`src/rtl/dadda_pkg.sv`:
```
// dadda_pkg: shared state encoding and step schedule for the iterative 16x16 multiplier.
package dadda_pkg;
  typedef enum logic [1:0] {IDLE, MUL, DONE} state_t;
  localparam int MUL_STEPS = 4;
  localparam int ACC_W = 32;
  localparam int STEP_SHIFT [MUL_STEPS] = '{0, 8, 8, 16};
  // bit k set: step k takes the upper byte of that operand
  localparam logic [MUL_STEPS-1:0] A_HI = 4'b1010;
  localparam logic [MUL_STEPS-1:0] B_HI = 4'b1100;
endpackage

```
`src/rtl/dadda_8.sv`:
```
// dadda_8: 8x8 unsigned multiplier, Dadda column reduction (heights 6,4,3,2) then a final adder.
module dadda_8 (
  input  logic [7:0]  x,
  input  logic [7:0]  y,
  output logic [15:0] pp
);
  always_comb begin
    logic [7:0] c [17];
    logic [7:0] n [17];
    int h [17];
    int nh [17];
    int u;
    int d;
    logic [7:0] t;
    logic [15:0] r0;
    logic [15:0] r1;
    for (int i = 0; i < 17; i++) begin
      c[i] = '0;
      h[i] = 0;
    end
    for (int i = 0; i < 8; i++)
      for (int j = 0; j < 8; j++) begin
        c[i+j] = c[i+j] | ({7'b0, x[i] & y[j]} << h[i+j]);
        h[i+j] = h[i+j] + 1;
      end
    // each column is packed from bit 0; heights are elaboration constants
    for (int s = 0; s < 4; s++) begin
      d = s == 0 ? 6 : s == 1 ? 4 : s == 2 ? 3 : 2;
      for (int i = 0; i < 17; i++) begin
        n[i] = '0;
        nh[i] = 0;
      end
      for (int i = 0; i < 16; i++) begin
        u = 0;
        for (int k = 0; k < 4; k++) begin
          t = c[i] >> u;
          if (h[i] - u + nh[i] > d + 1) begin
            n[i] = n[i] | ({7'b0, t[0] ^ t[1] ^ t[2]} << nh[i]);
            nh[i] = nh[i] + 1;
            n[i+1] = n[i+1] | ({7'b0, (t[0] & t[1]) | (t[2] & (t[0] ^ t[1]))} << nh[i+1]);
            nh[i+1] = nh[i+1] + 1;
            u = u + 3;
          end else if (h[i] - u + nh[i] == d + 1) begin
            n[i] = n[i] | ({7'b0, t[0] ^ t[1]} << nh[i]);
            nh[i] = nh[i] + 1;
            n[i+1] = n[i+1] | ({7'b0, t[0] & t[1]} << nh[i+1]);
            nh[i+1] = nh[i+1] + 1;
            u = u + 2;
          end
        end
        t = c[i] >> u;
        for (int k = 0; k < 8; k++)
          if (k < h[i] - u) begin
            n[i] = n[i] | ({7'b0, t[0]} << nh[i]);
            nh[i] = nh[i] + 1;
            t = t >> 1;
          end
      end
      c = n;
      h = nh;
    end
    for (int i = 0; i < 16; i++) begin
      r0[i] = c[i][0];
      r1[i] = c[i][1];
    end
    pp = r0 + r1;
  end
endmodule

```
`src/rtl/dadda_mul16_seq.sv`:
```
// dadda_mul16_seq: 16x16 unsigned multiplier sequencing four 8x8 Dadda products into a 32-bit accumulator.
module dadda_mul16_seq
  import dadda_pkg::*;
#(
  parameter bit ZERO_SKIP = 1'b1
) (
  input  logic        clk,
  input  logic        rst_n,
  input  logic        in_valid,
  output logic        in_ready,
  input  logic [15:0] a,
  input  logic [15:0] b,
  output logic        out_valid,
  input  logic        out_ready,
  output logic [31:0] p,
  output logic        busy
);
  state_t state;
  logic [$clog2(MUL_STEPS)-1:0] step;
  logic [ACC_W-1:0] acc;
  logic [15:0] a_q;
  logic [15:0] b_q;
  logic [7:0] op_a;
  logic [7:0] op_b;
  logic [15:0] pp;
  logic [ACC_W-1:0] addend;
  // step wraps back to 0 after the last product, so IDLE/DONE see the step-0 selection
  assign op_a = A_HI[step] ? a_q[15:8] : a_q[7:0];
  assign op_b = B_HI[step] ? b_q[15:8] : b_q[7:0];
  assign addend = {16'b0, pp} << STEP_SHIFT[step];
  assign in_ready = state == IDLE;
  assign busy = state != IDLE;
  assign out_valid = state == DONE;
  assign p = acc;
  dadda_8 u_core (
    .x  (op_a),
    .y  (op_b),
    .pp (pp)
  );
  always_ff @(posedge clk or negedge rst_n) begin
    if (!rst_n) begin
      state <= IDLE;
      step <= '0;
      acc <= '0;
      a_q <= '0;
      b_q <= '0;
    end else begin
      case (state)
        IDLE: if (in_valid) begin
          a_q <= a;
          b_q <= b;
          acc <= '0;
          step <= '0;
          state <= (ZERO_SKIP && (a == 16'd0 || b == 16'd0)) ? DONE : MUL;
        end
        MUL: begin
          acc <= acc + addend;
          step <= step + 1'b1;
          if (&step) state <= DONE;
        end
        DONE: if (out_ready) state <= IDLE;
        default: state <= IDLE;
      endcase
    end
  end
endmodule
```
`config.mk`:
```
export PLATFORM = sky130hd
export DESIGN_NAME = dadda_mul16_seq
export DESIGN_NICKNAME = d
export VERILOG_FILES = /design/src/rtl/dadda_pkg.sv /design/src/rtl/dadda_8.sv /design/src/rtl/dadda_mul16_seq.sv
export SDC_FILE = /design/constraint.sdc
export NUM_CORES = 1
export LEC_CHECK = 0
export BUFFER_PORTS_ARGS = -buffer_cell sky130_fd_sc_hd__clkbuf_2
export CAP_MARGIN = 20
export CORE_MARGIN = 5
export CORE_UTILIZATION = 60
export DETAILED_ROUTE_END_ITERATION = 10
export GPL_TIMING_DRIVEN = 0
export PLACE_DENSITY = 0.78
export SYNTH_ARGS = -nofsm -noshare
export SYNTH_HDL_FRONTEND = slang
export SYNTH_SLANG_ARGS = --single-unit
```
`constraint.sdc`:
```
create_clock -name clk -period 9.55 [get_ports clk]
set_input_delay 1.4325 -clock clk [delete_from_list [all_inputs] [get_ports clk]]
set_output_delay 1.4325 -clock clk [all_outputs]
set_load 0.03 [all_outputs]
```
==> out/metrics.cfg, run 1 <==
[drt]
antenna_left=0
initialDrtViolationCount=399
first_pass_iters=7
viasPerCell=5.97
vias=5774
drc=0
wl_mm=17.2
routedWlPerCell_um=17.8

[global_routing]
grt_overflow=0
grt-busiest-layer=met2
met1_usage_pct=34.2
grt_max_degree=48
groute.usage.overall_pct=27.4
met3_usage_pct=4.37
grtUsageMet2_pct=48.3
grt_pass1_wl_mm=29.0
first_global_vias=6035
antenna_found_initial=0

[worst_setup_path]
crit_required_ns=9.80
max_stage_delay_ns=0.51
worstSetupPathType=reg -> reg
cp.arrival_ns=8.18
crit_top_cell=inv_1
cp-end-kind=flip-flop
start_kind=flip-flop
reg2reg_depth=31
crit_slowest_cell=clkbuf_1
cp_max_fo=10

[timing]
finClkSkew_ns=0.00571
final.min_clock_period_ns=7.93
period_share_pct=83.0
rsz0062_at_grt=no
hold_violations=0
drv_slew=0
relSlewSlack_pct=39.4
finalSetupViolations=0
fin_tns_setup_ns=0
finalWorstSetupSlack_ns=1.62
worst_slew_pin_slew_ns=0.908
fmax_ghz=0.126

[die]
ios=71
die-area_um2=13200
coreArea_um2=10800
initial_core_util_pct=61.0
die_w_um=115
num_rows=38
die_y_um=115

[clock_tree]
cts_resized=0
cts_root_buf=clkbuf_8
holdBufCountCts=0
path_clk_slew_ns=0.08
insertion_delay_ns=0.37
clk_path_buf_depth=2
h-tree-depth=3
cts_tree=yes
numCtsBuffers=9
post-cts-setup-buffers=0
cts_sinks=68

[cells_and_area]
fin_nets=948
n_fill_cell=883
syn_to_final_growth_pct=11.8
finalInstanceArea_um2=7390
final_layout_size_suffix_gt1_share_pct=18.5
diodes=0

[logic_synthesis]
ys_types=62
synth-async-reset-ratio_pct=100
ys_seq_elements=68
syn_nets=866
yosysWarnings=0
synthesis.area_um2=6610
netlist_instances=740
synth_edf_count=0
synthFlopType=dfrtp_1
yosysSeqAreaShare_pct=25.7
synth.avg_cell_area_um2=8.94

[placement]
dpl_cell_area_um2=7170
post-dp-hpwl_mm=13.9
dp_slack_ns=1.72
gp_congestion=0.961
portBuffers=70

[outcome]
status=completed

[hold_path]
min_path_cells=1
min_path_type=reg -> reg

[flow_run]
maxCapViolations=0

==> stage by stage <==
step / util (%) / std cells / hold WS [ns]
final: 68.2 / 967 / 0.509
after global routing: 68.2 / 967 / 0.526
after CTS: 68.2 / 967 / 0.511
after detailed placement: 66.1 / 951 / 0.492
after global placement: 65.9 / 950 / 0.488
after floorplan: - / 740 / 0.475
==> final cells by class <==
| cell class | count | area (um2) | share of cell area [%] |
|---|---|---|---|
| plain buffers | 24 | 113 | 1.52 |
| clock inverters | 7 | 98.8 | 1.34 |
| flip-flops and latches | 68 | 1700 | 23.0 |
| inverters | 81 | 304 | 4.11 |
| multi-input cells | 567 | 4500 | 60.8 |
| clock buffers | 9 | 124 | 1.68 |
| well taps | 140 | 175 | 2.37 |
| repair buffers | 71 | 380 | 5.15 |
==> metal layers <==
metal	wire length, um	share of wire [%]
met1	7210	42
met2	8580	50
met3	947	5.5
met4	458	2.7
met5	0	0
==> state kept, by name, summed over array words and instances (netlist names) <==
| signal | flops |
|---|---|
| a_q | 16 |
| b_q | 16 |
| p | 32 |
| state | 2 |
| step | 2 |
==> kinds of logic (layout without fill, tap and decap cells) <==
logic type               count (synthesis)  in the layout  synth area share, %
multiplexers                            62             62                 10.3
buffers and inverters                  105            192                 6.30
adder cells (fa/ha/maj)                 90             90                 21.2
flip-flops                              68             68                 25.7
AO/OA/AOI/OAI                          160            160                 16.5
XOR/XNOR                                35             35                 4.75
AND/OR/NAND/NOR                        220            220                 15.2
==> synthesized netlist by cell type, types with 3 or more instances <==
library cell	n	area share (%)
nand2_1	95	5.4
inv_1	81	4.6
dfrtp_1	68	26
nor2_1	55	3.1
ha_1	53	10
mux2_2	48	8.2
fa_1	37	11
a21oi_1	28	2.1
o21ai_0	26	2.0
xor2_1	22	2.9
a21o_1	18	2.0
clkbuf_1	17	0.96
mux2i_1	14	2.1
xnor2_1	12	1.6
o21ai_1	10	0.76
and2_1	9	0.85
a22o_1	8	1.1
and3_1	8	0.76
nor4_1	8	0.76
a31oi_1	7	0.66
nand3_1	7	0.53
o22ai_1	7	0.66
o31ai_1	7	0.79
nand4_1	6	0.57
nor2b_1	6	0.57
nor3b_1	6	0.68
o21bai_1	5	0.57
or2_2	5	0.47
a211oi_1	4	0.45
buf_1	4	0.23
nand2b_1	4	0.38
nor3_1	4	0.30
o211a_1	4	0.61
o211ai_1	4	0.45
o21a_1	4	0.45
a221o_1	3	0.45
buf_6	3	0.51
==> placed cells by master, fill, tap and decap left out, types with 10 or more instances in the layout <==
| cell type | count |
|---|---|
| nand2_1 | 95 |
| inv_1 | 81 |
| clkbuf_2 | 69 |
| dfrtp_1 | 68 |
| nor2_1 | 55 |
| ha_1 | 53 |
| mux2_2 | 48 |
| fa_1 | 37 |
| a21oi_1 | 28 |
| o21ai_0 | 26 |
| xor2_1 | 22 |
| a21o_1 | 18 |
| clkbuf_1 | 17 |
| mux2i_1 | 14 |
| xnor2_1 | 12 |
| o21ai_1 | 10 |
==> final timing paths <==
path,slack (ns),to,startpoint
max,1.62,p[30],step[1]
min,0.51,a_q[5],a_q[5]
max reg2reg,1.62,p[30],step[1]
min reg2reg,0.51,a_q[5],a_q[5]
max in group asynchronous,8.00,b_q[12],rst_n
min in group asynchronous,1.00,p[14],rst_n
==> critical path, delay by kind of cell (launching register included) <==
kind | cells | cell delay [ns]
compound gates | 11 | 2.63
fa+ha+maj | 6 | 2.47
buf+inv | 6 | 0.96
mux | 2 | 0.70
simple gates | 5 | 0.51
flops | 1 | 0.36
xor+xnor | 1 | 0.18
Power of run 1 is not shown: default switching activity piles up to over one toggle a cycle in this logic, so the estimate is an artifact.
==> inputs of run 2 (changes only) <==
clock period = 7.4 ns   (was 9.55 ns; I/O delays follow)
==> run 2 against run 1 <==
Die area unchanged. First-iteration DRC count down 7.3%. Critical path depth down 2. Worst hold slack about the same. Cell area up 2.9%. Global-route usage up 0.084 points. Flip-flop and latch count unchanged. Maximum frequency up 9.2%. Core utilization up 2.0 points. Final cell count up 0.41%. Routed wire length up 2.7%. Clock-buffer cell count unchanged.
==> out/metrics.cfg, run 2 (synthesis gave the netlist of run 1 again) <==
[worst_setup_path]
crit_family=adder cells
start_kind=flip-flop
max_stage_delay_ns=0.57  ; +0.06 ns
worstSetupPathType=reg -> reg
crit_slowest_cell=fa_2
crit_top_cell=inv_1
cp.arrival_ns=7.51  ; -0.67 ns
cp-end-kind=flip-flop
cp_max_fo=10  ; unchanged
crit_required_ns=7.65  ; -2.15 ns
crit_buf_inv=5  ; -1

[die]
die_w_um=115  ; unchanged
num_rows=38  ; unchanged
die-area_um2=13200  ; unchanged
ios=71  ; unchanged
initial_core_util_pct=61.0  ; unchanged
coreArea_um2=10800  ; unchanged
die_y_um=115  ; unchanged

[drt]
initialDrtViolationCount=370  ; -7.3%
routed.top_layer=met4
wl_met2_mm=8.86  ; +3.3%
antenna_left=0  ; unchanged
wl_mm=17.7  ; +2.7%
viasPerCell=6.00  ; +0.47%
wl_met3_mm=1.03  ; +9.0%
vias=5825  ; +0.88%
wl_met1_mm=7.27  ; +0.80%
first_pass_iters=5  ; -2
drc=0  ; unchanged
routedWlPerCell_um=18.2  ; +2.2%

[placement]
placed_cells=951  ; unchanged
post-dp-hpwl_mm=13.9  ; unchanged
portBuffers=70  ; unchanged
gp_congestion=0.961  ; unchanged

[cells_and_area]
final-instance-count-excl-fill=971  ; +0.41%
syn_to_final_growth_pct=15.0
n_fill_cell=854  ; -3.3%
largest_reg_flops=32  ; unchanged
final_cell_mix=95 x nand2_1, 81 x inv_1, 69 x clkbuf_2, 66 x dfrtp_1, 55 x nor2_1
fin_nets=952  ; +0.42%
diodes=0  ; unchanged
post-route-util_pct=70.2  ; +2.0 points
final_common_cell=nand2_1
final_layout_size_suffix_gt1_share_pct=22.3  ; +3.8 points
multi_input_area_um2=4660  ; +3.6%
register_area_um2=1700  ; +0.15%

[timing]
final.min_clock_period_ns=7.26  ; -0.669 ns
period_share_pct=98.1  ; +15 points
hold_violations=0  ; unchanged
relSlewSlack_pct=39.6  ; +0.24 points
worst_slew_pin_slew_ns=0.904  ; -0.00364 ns
drv_slew=0  ; unchanged
finClkSkew_ns=0.00797  ; +0.00226 ns
fmax_ghz=0.138  ; +9.2%
finalSetupViolations=0  ; unchanged

[clock_tree]
numCtsBuffers=9  ; unchanged
insertion_delay_ns=0.37  ; about the same
cts_sinks=68  ; unchanged
holdBufCountCts=0  ; unchanged
path_clk_slew_ns=0.08  ; about the same
clk_path_buf_depth=2  ; unchanged
h-tree-depth=3  ; unchanged
cts_tree=yes
cts_root_buf=clkbuf_8

[global_routing]
antenna_found_initial=0  ; unchanged
grt_pass1_wl_mm=29.1  ; +0.31%
first_global_vias=6058  ; +0.38%
grt_overflow=0  ; unchanged
groute.usage.overall_pct=27.5  ; +0.084 points
grt_max_degree=48  ; unchanged

[outcome]
status=completed

[flow_run]
maxCapViolations=0  ; unchanged

[hold_path]
min_path_type=reg -> reg

-- run 2: final cells by class --
cell class / count / area share (%)
buffer: 23 / 1.68
clock buffer: 9 / 1.63
clock inverter: 7 / 1.30
inverter: 81 / 4.00
multi-input combinational: 567 / 61.2
sequential: 68 / 22.4
tap: 140 / 2.30
timing repair buffer: 76 / 5.49
-- run 2: metal layers --
metal  vias up  GRT usage (%)
met5         -              0
met2       220           48.3
li1       2740              -
met1      2816           34.2
met4         0           9.94
met3        49           4.47
-- run 2: worst register-to-register path: cells and delay by family, from the launching register on --
| family | cells | cell delay, ns |
|---|---|---|
| adders and majority gates | 6 | 2.54 |
| AOI/OAI and AO/OA | 10 | 2.30 |
| muxes | 2 | 0.51 |
| buffers and inverters | 5 | 0.49 |
| DFF | 1 | 0.48 |
| and+or+nand+nor | 4 | 0.47 |
| xor gates and xnor gates | 2 | 0.34 |
-- run 2: per-stage QoR --
step                      setup TNS (ns)  setup slack [ns]  area (um2)  hold WS (ns)
after CTS                       -0.00454          -0.00454        7420         0.511
after global placement            -0.636            -0.230        7140         0.488
after detailed placement           -1.74            -0.433        7170         0.492
after floorplan                        0             0.436        6610         0.475
after global routing              -0.221           -0.0942        7610         0.526
final                                  0             0.138        7610         0.509
-- run 2: path summary, 6_finish.rpt --
path	slack, ns	startpoint	cells after the start	to
min in group asynchronous	0.67	rst_n	1	p[14]
setup reg to reg	0.14	step[0]	29	p[31]
max in group asynchronous	6.16	rst_n	2	step[0]
hold reg to reg	0.51	a_q[5]	1	a_q[5]
hold / removal	0.51	a_q[5]	1	a_q[5]
setup / recovery	0.14	step[0]	29	p[31]
-- run 2: repair_timing --
item	4_1_cts	5_1_grt
setup buffers	1	4
setup endpoints to repair	9	11
gates resized for setup	8	35
pin swaps	1	12
Power of run 2 is left out for the same reason.
